--- src/rtl/axis_splitter_if.sv ---
`default_nettype none
// ============================================================================
// Module   : axis_splitter_if
// Brief    : Wide AXI-Stream input plus per-lane narrow outputs of the splitter
// Revision : 1.0 - initial release
// ============================================================================
interface axis_splitter_if #(
    parameter int DATA_WIDTH = 16,
    parameter int CHANNELS   = 4
);
    logic [DATA_WIDTH*CHANNELS-1:0] s_axis_0_tdata;
    logic [CHANNELS-1:0]            s_axis_0_tkeep;
    logic                           s_axis_0_tlast;
    logic                           s_axis_0_tvalid;
    logic                           s_axis_0_tready;

    logic [DATA_WIDTH*CHANNELS-1:0] m_axis_0_tdata;
    logic [CHANNELS-1:0]            m_axis_0_tlast;
    logic [CHANNELS-1:0]            m_axis_0_tvalid;
    logic [CHANNELS-1:0]            m_axis_0_tready;

    // Environment side: produces the wide word, consumes the lanes
    modport master (
        output s_axis_0_tdata, s_axis_0_tkeep, s_axis_0_tlast, s_axis_0_tvalid,
        output m_axis_0_tready,
        input  s_axis_0_tready,
        input  m_axis_0_tdata, m_axis_0_tlast, m_axis_0_tvalid
    );

    modport slave (
        input  s_axis_0_tdata, s_axis_0_tkeep, s_axis_0_tlast, s_axis_0_tvalid,
        input  m_axis_0_tready,
        output s_axis_0_tready,
        output m_axis_0_tdata, m_axis_0_tlast, m_axis_0_tvalid
    );
endinterface
`default_nettype wire

--- src/rtl/axis_splitter.sv ---
`default_nettype none
// ============================================================================
// Module   : axis_splitter
// Brief    : Fans one wide tkeep-qualified AXI-Stream word out to per-lane FIFOs
// Revision : 1.0 - initial release
// ============================================================================
module axis_splitter #(
    parameter int DATA_WIDTH = 16,
    parameter int CHANNELS   = 4,
    parameter int FIFO_DEPTH = 4
) (
    input  wire             clk,
    input  wire             rst,
    axis_splitter_if.slave  bus
);
    localparam int                 C_PTR_W = $clog2(FIFO_DEPTH);
    localparam int                 C_CNT_W = C_PTR_W + 1;
    localparam logic [C_CNT_W-1:0] C_FULL  = C_CNT_W'(FIFO_DEPTH);

    logic                           r_rst_q;
    logic                           w_s_tready;
    logic [CHANNELS-1:0]            w_full;
    logic [CHANNELS-1:0]            w_m_tvalid;
    logic [CHANNELS-1:0]            w_m_tlast;
    logic [DATA_WIDTH*CHANNELS-1:0] w_m_tdata;

    // Registered copy of rst keeps tready low for the whole reset window
    // without creating a combinational path from the rst pin.
    always_ff @(posedge clk) begin
        r_rst_q <= rst;
    end

    assign w_s_tready = !r_rst_q && !(|w_full);

    generate
        for (genvar gi = 0; gi < CHANNELS; gi++) begin : g_lane
            logic [DATA_WIDTH:0]    r_mem [FIFO_DEPTH];
            logic [C_PTR_W-1:0]     r_wr_ptr;
            logic [C_PTR_W-1:0]     r_rd_ptr;
            logic [C_CNT_W-1:0]     r_count;
            logic                   w_wr;
            logic                   w_rd;

            assign w_wr = bus.s_axis_0_tvalid && w_s_tready && bus.s_axis_0_tkeep[gi];
            assign w_rd = w_m_tvalid[gi] && bus.m_axis_0_tready[gi];

            always_ff @(posedge clk) begin
                if (w_wr) begin
                    r_mem[r_wr_ptr] <= {bus.s_axis_0_tlast,
                                        bus.s_axis_0_tdata[DATA_WIDTH*gi +: DATA_WIDTH]};
                end
            end

            always_ff @(posedge clk) begin
                if (rst) begin
                    r_wr_ptr <= '0;
                    r_rd_ptr <= '0;
                    r_count  <= '0;
                end else begin
                    if (w_wr) begin
                        r_wr_ptr <= r_wr_ptr + 1'b1;
                    end
                    if (w_rd) begin
                        r_rd_ptr <= r_rd_ptr + 1'b1;
                    end
                    case ({w_wr, w_rd})
                        2'b10:   r_count <= r_count + 1'b1;
                        2'b01:   r_count <= r_count - 1'b1;
                        default: r_count <= r_count;
                    endcase
                end
            end

            assign w_full[gi]                               = (r_count == C_FULL);
            assign w_m_tvalid[gi]                           = (r_count != '0);
            assign w_m_tdata[DATA_WIDTH*gi +: DATA_WIDTH]   = r_mem[r_rd_ptr][DATA_WIDTH-1:0];
            assign w_m_tlast[gi]                            = r_mem[r_rd_ptr][DATA_WIDTH];
        end
    endgenerate

    assign bus.s_axis_0_tready = w_s_tready;
    assign bus.m_axis_0_tvalid = w_m_tvalid;
    assign bus.m_axis_0_tdata  = w_m_tdata;
    assign bus.m_axis_0_tlast  = w_m_tlast;

endmodule
`default_nettype wire

--- src/flat_wrapper.sv ---
// flat-port wrapper written by rule: the top's interface ports become plain ports
module axis_splitter_flat 
#(
    parameter int DATA_WIDTH = 16,
    parameter int CHANNELS   = 4,
    parameter int FIFO_DEPTH = 4
)
  (clk, rst, bus_s_axis_0_tdata, bus_s_axis_0_tkeep, bus_s_axis_0_tlast, bus_s_axis_0_tvalid, bus_m_axis_0_tready, bus_s_axis_0_tready, bus_m_axis_0_tdata, bus_m_axis_0_tlast, bus_m_axis_0_tvalid);
  axis_splitter_if #(.DATA_WIDTH(DATA_WIDTH), .CHANNELS(CHANNELS)) bus_i ();
  input  wire clk;
  input  wire rst;
  input wire logic [$bits(bus_i.s_axis_0_tdata)-1:0] bus_s_axis_0_tdata;
  input wire logic [$bits(bus_i.s_axis_0_tkeep)-1:0] bus_s_axis_0_tkeep;
  input wire logic [$bits(bus_i.s_axis_0_tlast)-1:0] bus_s_axis_0_tlast;
  input wire logic [$bits(bus_i.s_axis_0_tvalid)-1:0] bus_s_axis_0_tvalid;
  input wire logic [$bits(bus_i.m_axis_0_tready)-1:0] bus_m_axis_0_tready;
  output wire logic [$bits(bus_i.s_axis_0_tready)-1:0] bus_s_axis_0_tready;
  output wire logic [$bits(bus_i.m_axis_0_tdata)-1:0] bus_m_axis_0_tdata;
  output wire logic [$bits(bus_i.m_axis_0_tlast)-1:0] bus_m_axis_0_tlast;
  output wire logic [$bits(bus_i.m_axis_0_tvalid)-1:0] bus_m_axis_0_tvalid;
  assign bus_i.s_axis_0_tdata = bus_s_axis_0_tdata;
  assign bus_i.s_axis_0_tkeep = bus_s_axis_0_tkeep;
  assign bus_i.s_axis_0_tlast = bus_s_axis_0_tlast;
  assign bus_i.s_axis_0_tvalid = bus_s_axis_0_tvalid;
  assign bus_i.m_axis_0_tready = bus_m_axis_0_tready;
  assign bus_s_axis_0_tready = bus_i.s_axis_0_tready;
  assign bus_m_axis_0_tdata = bus_i.m_axis_0_tdata;
  assign bus_m_axis_0_tlast = bus_i.m_axis_0_tlast;
  assign bus_m_axis_0_tvalid = bus_i.m_axis_0_tvalid;
  axis_splitter #(.DATA_WIDTH(DATA_WIDTH), .CHANNELS(CHANNELS), .FIFO_DEPTH(FIFO_DEPTH)) u_core (.clk(clk), .rst(rst), .bus(bus_i));
endmodule
--- config.mk ---
export PLATFORM = sky130hd
export DESIGN_NAME = axis_splitter_flat
export DESIGN_NICKNAME = d
export VERILOG_FILES = /design/src/rtl/axis_splitter_if.sv /design/src/rtl/axis_splitter.sv /design/src/flat_wrapper.sv
export SDC_FILE = /design/constraint.sdc
export NUM_CORES = 1
export LEC_CHECK = 0
export ABC_AREA = 0
export CELL_PAD_IN_SITES_DETAIL_PLACEMENT = 0
export CELL_PAD_IN_SITES_GLOBAL_PLACEMENT = 1
export CORE_MARGIN = 2
export CORE_UTILIZATION = 45
export CTS_CLUSTER_DIAMETER = 60
export CTS_CLUSTER_SIZE = 40
export DETAILED_ROUTE_END_ITERATION = 10
export DONT_BUFFER_PORTS = 1
export HOLD_SLACK_MARGIN = 0.12
export PLACE_DENSITY = 0.7
export SETUP_SLACK_MARGIN = 0.15
export SLEW_MARGIN = 20
export SYNTH_ARGS = -nofsm -noshare
export SYNTH_HDL_FRONTEND = slang
export SYNTH_SLANG_ARGS = --single-unit
--- constraint.sdc ---
create_clock -name clk -period 2.5 [get_ports clk]
set_input_delay 0.25 -clock clk [delete_from_list [all_inputs] [get_ports clk]]
set_output_delay 0.25 -clock clk [all_outputs]
set_load 0.03 [all_outputs]
---- Yosys cells after proc, flatten, opt, wreduce, memory -nomap -nowiden ----
Memories as Yosys holds them, arrays and structs flattened. A register that Yosys moved wholly into a read port is not among the register bits.
Index checks and enable logic that the tools add are counted.
storage, ports and cells
  flip-flop bits (word level) ............. 29
  latch bits .............................. 0
  memory bits (writable) .................. 272
  bits in read-only memories .............. 0
  input port bits ......................... 76
  output and inout bits ................... 73
  memories ................................ 4
memories
  memory                  words  bits a word  read ports  clocked after Yosys merged registers in  write ports  line                 text
  u_core.g_lane[0].r_mem  4      17           1           1                                        1            axis_splitter.sv:37  logic [DATA_WIDTH:0] r_mem [FIFO_DEPTH];
  u_core.g_lane[1].r_mem  4      17           1           1                                        1            axis_splitter.sv:37
  u_core.g_lane[2].r_mem  4      17           1           1                                        1            axis_splitter.sv:37
  u_core.g_lane[3].r_mem  4      17           1           1                                        1            axis_splitter.sv:37
cells by class
  add/sub/neg operators ................... 16
  multiply operators ...................... 0
  divide/modulo/power cells ............... 0
  order comparisons ....................... 0
  equality and inequality tests ........... 12
  shifts and indexed selects .............. 0
  multiplexer cells ....................... 20
  bitwise gates (word level) .............. 0
  reduce and logical (&&, ||, !) cells .... 21
operator list
  kind                                                                    count
  3-bit one-hot mux with 2 select lines                                   4
  2-bit by 1-bit adder with 2-bit output (second input constant)          8
  2-bit two-way mux                                                       8
  3-bit by 1-bit adder with 3-bit output (second input constant)          4
  3-bit equality test (second input constant)                             4
  3-bit nonzero test                                                      4
  3-bit by 1-bit subtractor with 3-bit output (second input constant)     4
  1-bit logical AND                                                       10
  2-bit by 1-bit equality test with 1-bit output (second input constant)  4
  2-bit equality test (second input constant)                             4
  1-bit two-way mux                                                       8
  2-bit nonzero test                                                      4
  4-bit OR reduction                                                      1
  1-bit logical NOT                                                       2

---- Logic depth before layout (Yosys ltp) ----
Gate-level depths: netlist of the first run.
  word-level depth ........................ 8
  depth in mapped cells ................... 11
  gate-level depth less buffers ........... 10

---- Worst setup path before layout of the first run ----
OpenSTA, ideal clock, no wires.
  path type ............................... register to register
  start point ............................. reg u_core.g_lane[0].r_count[0]
  end point ............................... reg u_core.g_lane[1].r_count[2]
  data arrival time ....................... 2.255 ns
  data required time ...................... 2.429 ns
  setup slack ............................. 0.174 ns
  cell stages (with the launch flop) ...... 11
  buffers on the path ..................... 0
  period minus slack after synthesis ...... 2.326 ns
  cell sequence ........................... dfxtp_1 > or3b_2 > nand4_1 > nor2_1 > inv_1 > ha_1 > inv_1 > fa_1 > xor2_1 > or3_1 > a21oi_1
between the ends
  word-level cells in the longest chain between the ends .. 8
  elaborated cells between the ends (all ways) .. 10
RTL lines
  element                                                                                line                 text
  start: declaration                                                                     axis_splitter.sv:40  logic [C_CNT_W-1:0] r_count;
  start signal: assignment                                                               axis_splitter.sv:67  2'b10: r_count <= r_count + 1'b1;
  start signal: assignment                                                               axis_splitter.sv:68  2'b01: r_count <= r_count - 1'b1;
  start signal: assignment                                                               axis_splitter.sv:69  default: r_count <= r_count;
  3-bit equality test *                                                                  axis_splitter.sv:74  assign w_full[gi] = (r_count == C_FULL);
  4-bit OR reduction *                                                                   axis_splitter.sv:33  assign w_s_tready = !r_rst_q && !(|w_full);
  1-bit logical NOT *                                                                    axis_splitter.sv:33
  1-bit logical AND *                                                                    axis_splitter.sv:33
  1-bit logical AND * (2 in a row)                                                       axis_splitter.sv:44  assign w_wr = bus.s_axis_0_tvalid && w_s_tready && bus.s_axis_0_tkeep[gi];
  2-bit by 1-bit equality test with 1-bit output or 2-bit equality test (tied branches)  axis_splitter.sv:66  case ({w_wr, w_rd})
  3-bit one-hot mux with 2 select lines or 2-bit nonzero test (tied branches)            n/a
  end signal: assignment                                                                 axis_splitter.sv:67
  end signal: assignment                                                                 axis_splitter.sv:68
  end signal: assignment                                                                 axis_splitter.sv:69
  end: declaration                                                                       axis_splitter.sv:40
Every way passes the cells marked *; elsewhere a longest branch is shown, timed or not.
A chain may end at the register's enable or synchronous reset.

---- Worst setup path after layout of the first run ----
  start point ............................. reg u_core.g_lane[3].r_count[1]
  end point ............................... reg u_core.g_lane[0].r_count[2]
between the ends
  word-level cells in the longest chain between the ends .. 8
  elaborated cells between the ends (all ways) .. 10
RTL lines
  element                                                                                line
  start: declaration                                                                     axis_splitter.sv:40
  start signal: assignment                                                               axis_splitter.sv:67
  start signal: assignment                                                               axis_splitter.sv:68
  start signal: assignment                                                               axis_splitter.sv:69
  3-bit equality test *                                                                  axis_splitter.sv:74
  4-bit OR reduction *                                                                   axis_splitter.sv:33
  1-bit logical NOT *                                                                    axis_splitter.sv:33
  1-bit logical AND *                                                                    axis_splitter.sv:33
  1-bit logical AND * (2 in a row)                                                       axis_splitter.sv:44
  2-bit by 1-bit equality test with 1-bit output or 2-bit equality test (tied branches)  axis_splitter.sv:66
  3-bit one-hot mux with 2 select lines or 2-bit nonzero test (tied branches)            n/a
Marked as above.

==> results by group, run 1 <==
STA
  – Minimum clock period: 2.29 ns
  – Max Fclk: 0.437 GHz
  – Final setup fails: 0
  – Worst slew pin tran: 0.875 ns
  – Setup TNS: 0 ns
  – Final Slew Violations: 0
  – Hold_ws: 0.241 ns
  – Tcrit/Tclk final: 91.5%
  – Max Clock Skew: 0.0172 ns
  – Worst slew margin: 41.6%
  – RSZ-0062 raised after global routing: true
  – Final Hold Fails: 0

Finish
  – P&R area growth vs syn: 20.1%
  – Share of layout cells above drive strength 1: 25.4%
  – ANT cells: 0
  – Multi-input gate area: 2630 sq um
  – Final net count: 788
  – Commonest non-fill, non-tap cell in the layout: edfxtp_1
  – Filler Cells Inserted: 1907
  – FF/Latch Area: 8910 sq um
  – Post-Route Utilization: 55.4%
  – Most frequent cells in the layout: edfxtp_1 (272), dlygate4sd3_1 (76), mux4_2 (68), buf_4 (39), dfxtp_1 (34)

Clock tree
  – Number of CTS-inserted buffers: 24
  – Worst-Skew Late Latency: 0.53 ns
  – H-tree depth: 1
  – Max Root-Sink Buffers: 3
  – Clock tree sinks: 309
  – CTS root buffer: clkbuf_16
  – CTS tree: yes
  – Worst-path clk slew: 0.08 ns

Die
  – Die ar.: 27200 sq um
  – # rows: 58
  – Io pins: 149
  – Die X-Extent: 165 um
  – Starting density of the core: 46.1%
  – Core ar.: 25300 sq um
  – Die H: 165 um

Synth
  – Synth top area cells: edfxtp_1 (70%), mux4_2 (13%), dfxtp_1 (6.3%)
  – Largest area contributor in the netlist: edfxtp_1
  – FF+latch count, synth: 309
  – Post-synthesis net count: 666
  – Sequential share of the synthesized area: 76.3%
  – Ys Warns: 0
  – Cell count after synthesis: 566
  – Post-synth EDFFs: 272
  – Avg Cell Area, Syn: 20.6 sq um
  – Synth Flop Type: edfxtp_1
  – Distinct cells, synth: 27
  – Yosys top cell area share: 70.0%
  – Synthesized cell area: 11700 sq um
  – Post-synth ARST share: 0%

Run
  – Max Cap Viol: 0

Worst setup path
  – WS Path Type: register to register
  – Critical Path End Type: register
  – Worst EP required: 2.96 ns
  – CP Data Arrival Time: 2.75 ns
  – R2r setup slk: 0.21 ns
  – Critical path peak fanout: 5
  – Critical Path Start Type: register

Detailed routing
  – Drt drc: 0
  – Initial DRC Count: 358
  – Via density: 5.25
  – DRT Wirelength: 20900 um
  – Post-route ant nets: 0
  – WL/cell: 20.2 um
  – Routed vias: 5434
  – Pre-antenna DRT Iters: 4

Global route
  – Vias in the first global route: 5779
  – Tot GR Track Use: 15.3%
  – Initial antenna violation count: 0
  – Largest net degree at the start of global routing: 38
  – First-pass GRT wire length: 31800 um
  – Global route overflow: 0

Pwr
  – Sw power: 3.72 mW
  – Flop pwr share: 47.2%
  – Pwr/cell area: 894 nW/um^2
  – Switch share: 29.7%
  – Clock power share: 32.4%
  – Maximum vdd drop: 0.000695 V
  – Cell Int Power: 8.81 mW
  – Leakage Power: 4.52 nW
  – Logic pwr share: 20.4%

Placement
  – Post-DP HPWL: 12900 um
  – IO Port Bufs: 0
  – GPL Wtd Cong: 0.732

Status
  – Status: finished clean

Min path
  – Hold Path Class: primary input to register
-- cell families after synthesis --
family | Yosys count | synth area share (%)
buffers and inverters | 46 | 1.63
adders and majority gates | 24 | 2.83
AOI/OAI and AO/OA | 29 | 1.51
xor gates and xnor gates | 16 | 1.20
muxes | 68 | 13.1
and+or+nand+nor | 74 | 3.38
DFF | 309 | 76.3
-- power groups by stage --
stage	sequential, mW	clock [mW]	combinational (mW)
3_3_place_gp	6.02	0	2.34
4_1_cts	5.92	4.19	2.56
3_5_place_dp	6.04	0	2.38
5_1_grt	5.95	4.37	2.76
2_1_floorplan	6.01	0	1.99
6_report	5.92	4.05	2.56
-- worst paths after layout --
kind | startpoint | to | cells after the start
setup / recovery | u_core.g_lane[3].r_count[1]$_SDFFE_PP0P_ | u_core.g_lane[0].r_count[2]$_SDFFE_PP0P_ | 10
hold / removal | bus_s_axis_0_tkeep[2] | u_core.g_lane[2].r_wr_ptr[1]$_SDFFE_PP0P_ | 4
hold reg to reg | u_core.g_lane[3].r_wr_ptr[0]$_SDFFE_PP0P_ | u_core.g_lane[3].r_wr_ptr[0]$_SDFFE_PP0P_ | 2
setup reg to reg | u_core.g_lane[3].r_count[1]$_SDFFE_PP0P_ | u_core.g_lane[0].r_count[2]$_SDFFE_PP0P_ | 10
-- layout make-up --
cell class                 instances  area share [%]
sequential                       309            63.6
multi-input combinational        211            18.8
timing repair buffer             117            7.74
clock buffer                      25            4.46
tap                              330            2.95
clock inverter                    19            1.85
inverter                          25           0.669
-- worst max-delay path: stages, from the launching register on --
cell	delay (ns)
dfxtp_2	0.33
or3b_4	0.42
nand4_1	0.14
nor2_2	0.05
inv_1	0.06
ha_2	0.18
inv_1	0.07
fa_2	0.34
xor2_1	0.15
or3_1	0.34
a21oi_2	0.14
-- stage by stage --
stage	power, mW	setup slack, ns	instances	area (sq um)
after floorplan	8.01	0.174	566	11700
after global placement	8.36	0.146	911	12300
after detailed placement	8.42	0.0367	911	12300
after CTS	12.7	0.169	1034	13900
after global routing	13.1	0.111	1036	14000
final	12.5	0.213	1036	14000
-- cells in the mapped netlist (9+ instances only) --
library cell,number
xor2_1,12
a21oi_1,12
edfxtp_1,272
dfxtp_1,37
and2_1,16
inv_1,25
or3_1,9
mux4_2,68
nor2_1,31
ha_1,20
-- per-layer routing --
metal	track usage (%)	vias to the layer above	wire [um]
met3	3.52	28	1070
met4	3.79	0	410
li1	-	2495	-
met2	27.2	102	11000
met5	0	-	0
met1	19.1	2809	8430
-- sequential cells by signal, summed over array words and instances (netlist names), named ones only --
register / cells
u_core.g_lane.r_rd_ptr: 8
u_core.g_lane.r_count: 12
u_core.g_lane.r_wr_ptr: 8
u_core.g_lane.r_mem: 272
u_core.r_rst_q: 1
-- what timing repair did --
action	4_1_cts	5_1_grt
pin swaps	2	9
setup buffers	2	2
resized for setup	4	20
hold endpoints to repair	309	0
setup endpoints to repair	5	13
hold buffers	77	0
Note: power is estimated with default switching activity, not from simulation.
==> run 2, diff against run 1 <==
Settings changed: RECOVER_POWER set to 50, SKIP_LAST_GASP set to 1.
==> run 2 against run 1 <==
  * Cell count did not move
  * Setup slack got worse by 0.044 ns
  * Combinational power barely moved
  * Highest routed layer unchanged
  * First-iteration DRC count up 11%
==> results by group, run 2 (synthesized netlist as in run 1, its figures left out) <==
Finish
  – Max FFs per register: 272
  – Most flop-heavy register: u_core.g_lane.r_mem
  – Most frequent cells in the layout: edfxtp_1 (272), dlygate4sd3_1 (76), mux4_2 (68), dfxtp_1 (36), nor2_1 (30)
  – FF/Latch Area: 8910 sq um
  – Top Registers: u_core.g_lane.r_mem: 272 flops, u_core.g_lane.r_count: 12 flops
  – Multi-input gate area: 2620 sq um
  – ANT cells: 0
  – Commonest non-fill, non-tap cell in the layout: edfxtp_1
  – Share of layout cells above drive strength 1: 23.5%
  – P&R area growth vs syn: 19.7%
  – Final net count: 788
  – Filler Cells Inserted: 1925

STA
  – Setup TNS: 0 ns
  – Tcrit/Tclk final: 93.3%
  – Final Hold Fails: 0
  – Minimum clock period: 2.33 ns
  – Final setup fails: 0
  – Worst slew margin: 41.1%
  – Max Clock Skew: 0.0170 ns
  – Final Slew Violations: 0
  – Max Fclk: 0.429 GHz
  – Worst setup margin: 0.168 ns
  – RSZ-0062 raised after global routing: true
  – Worst slew pin tran: 0.883 ns

Pwr
  – Cell Int Power: 8.79 mW
  – Switch share: 29.8%
  – Leakage Power: 4.48 nW
  – Maximum vdd drop: 0.000694 V
  – Sw power: 3.73 mW
  – Pwr/cell area: 896 nW/um^2
  – Clock power share: 32.4%
  – Flop pwr share: 47.3%
  – Logic pwr share: 20.3%
  – Total power: 12.5 mW

Worst setup path
  – Slowest cell on crit path: or3b_1
  – Critical Path End Type: register
  – R2r setup slk: 0.17 ns
  – Critical path peak fanout: 5
  – Slowest stage delay, CP: 0.43 ns
  – CP Data Arrival Time: 2.80 ns
  – Worst Reg2Reg Path Length in Cells: 10
  – Critical Path Start Type: register
  – CP dominant cell by count: inv_1
  – WS Path Type: register to register
  – Worst EP required: 2.97 ns
  – CP cell instances: or3b_1, nand4_1, nor2_1, inv_1, ha_2, inv_1, fa_2, xor2_1, or3_1, a21oi_2

Placement
  – Post-DP HPWL: 12900 um
  – IO Port Bufs: 0
  – Post-place setup slack: 0.0367 ns
  – GPL Wtd Cong: 0.732

Die
  – Die ar.: 27200 sq um
  – Core ar.: 25300 sq um
  – Io pins: 149
  – Die X-Extent: 165 um
  – Starting density of the core: 46.1%
  – Die H: 165 um
  – # rows: 58

Detailed routing
  – WL/cell: 20.2 um
  – Via density: 5.24
  – Post-route ant nets: 0
  – Initial DRC Count: 398
  – Pre-antenna DRT Iters: 4
  – Drt drc: 0
  – DRT Wirelength: 20900 um
  – Routed vias: 5430

Clock tree
  – Clock tree sinks: 309
  – H-tree depth: 1
  – Worst-Skew Late Latency: 0.53 ns
  – Worst-path clk slew: 0.08 ns
  – CTS tree: yes
  – CTS root buffer: clkbuf_16
  – Number of CTS-inserted buffers: 24
  – Max Root-Sink Buffers: 3

Status
  – Status: finished clean

Min path
  – Hold Path Class: primary input to register
  – Hold path depth: 4

Global route
  – Vias in the first global route: 5779
  – Initial antenna violation count: 0
  – Tot GR Track Use: 15.3%
  – Largest net degree at the start of global routing: 38
  – Global route overflow: 0
  – First-pass GRT wire length: 31800 um

Run
  – Max Cap Viol: 0
## run 2: layer usage
metal | part of all wire, % | GRT usage (%) | wire length, um | up-vias
li1 | - | - | - | 2497
met1 | 40 | 19.1 | 8450 | 2793
met2 | 53 | 27.2 | 11000 | 114
met3 | 5.2 | 3.52 | 1100 | 26
met4 | 1.9 | 3.79 | 392 | 0
met5 | 0 | 0 | 0 | -
## run 2: layout make-up
cell class	instances	share of cell area, %
flip-flops and latches	309	63.8
multi-input cells	211	18.8
repair buffers	117	7.52
clock buffers	25	4.48
well taps	330	2.96
clock inverters	19	1.85
inverters	25	0.672
## run 2: timing repair
item / in CTS / in global routing
resized for setup: 4 / 20
hold buffers: 77 / 0
pin swaps: 2 / 9
setup buffers: 2 / 2
endpoints found under the setup margin: 5 / 13
hold endpoints to repair: 309 / 0
## run 2: power by group through the flow
stage	clock network, mW	registers [mW]	logic (mW)
floorplan	0	6.01	1.99
global placement	0	6.02	2.34
detailed placement	0	6.04	2.38
CTS	4.19	5.92	2.56
global route	4.37	5.94	2.73
finish	4.06	5.92	2.54
## run 2: worst paths after layout
kind / from / end
max: u_core.g_lane[3].r_count[2]$_SDFFE_PP0P_ / u_core.g_lane[0].r_count[2]$_SDFFE_PP0P_
min: bus_s_axis_0_tkeep[2] / u_core.g_lane[2].r_wr_ptr[1]$_SDFFE_PP0P_
max reg2reg: u_core.g_lane[3].r_count[2]$_SDFFE_PP0P_ / u_core.g_lane[0].r_count[2]$_SDFFE_PP0P_
min reg2reg: u_core.g_lane[0].r_wr_ptr[0]$_SDFFE_PP0P_ / u_core.g_lane[0].r_wr_ptr[0]$_SDFFE_PP0P_
## run 2: metrics by stage
step / hold WS (ns) / utilization (%) / cell area [sq um] / std cells
floorplan: 0.278 / - / 11700 / 566
global placement: 0.282 / 48.4 / 12300 / 911
detailed placement: 0.284 / 48.4 / 12300 / 911
CTS: 0.210 / 55.1 / 13900 / 1034
global route: 0.245 / 55.2 / 14000 / 1036
finish: 0.240 / 55.2 / 14000 / 1036
## run 2: critical path, delay by kind of cell, from the launching register on
family,cells,cell delay (ns)
adders and majority gates,2,0.52
and+or+nand+nor,4,0.98
DFF,1,0.35
xor gates and xnor gates,1,0.15
AOI/OAI and AO/OA,1,0.14
buffers and inverters,2,0.13
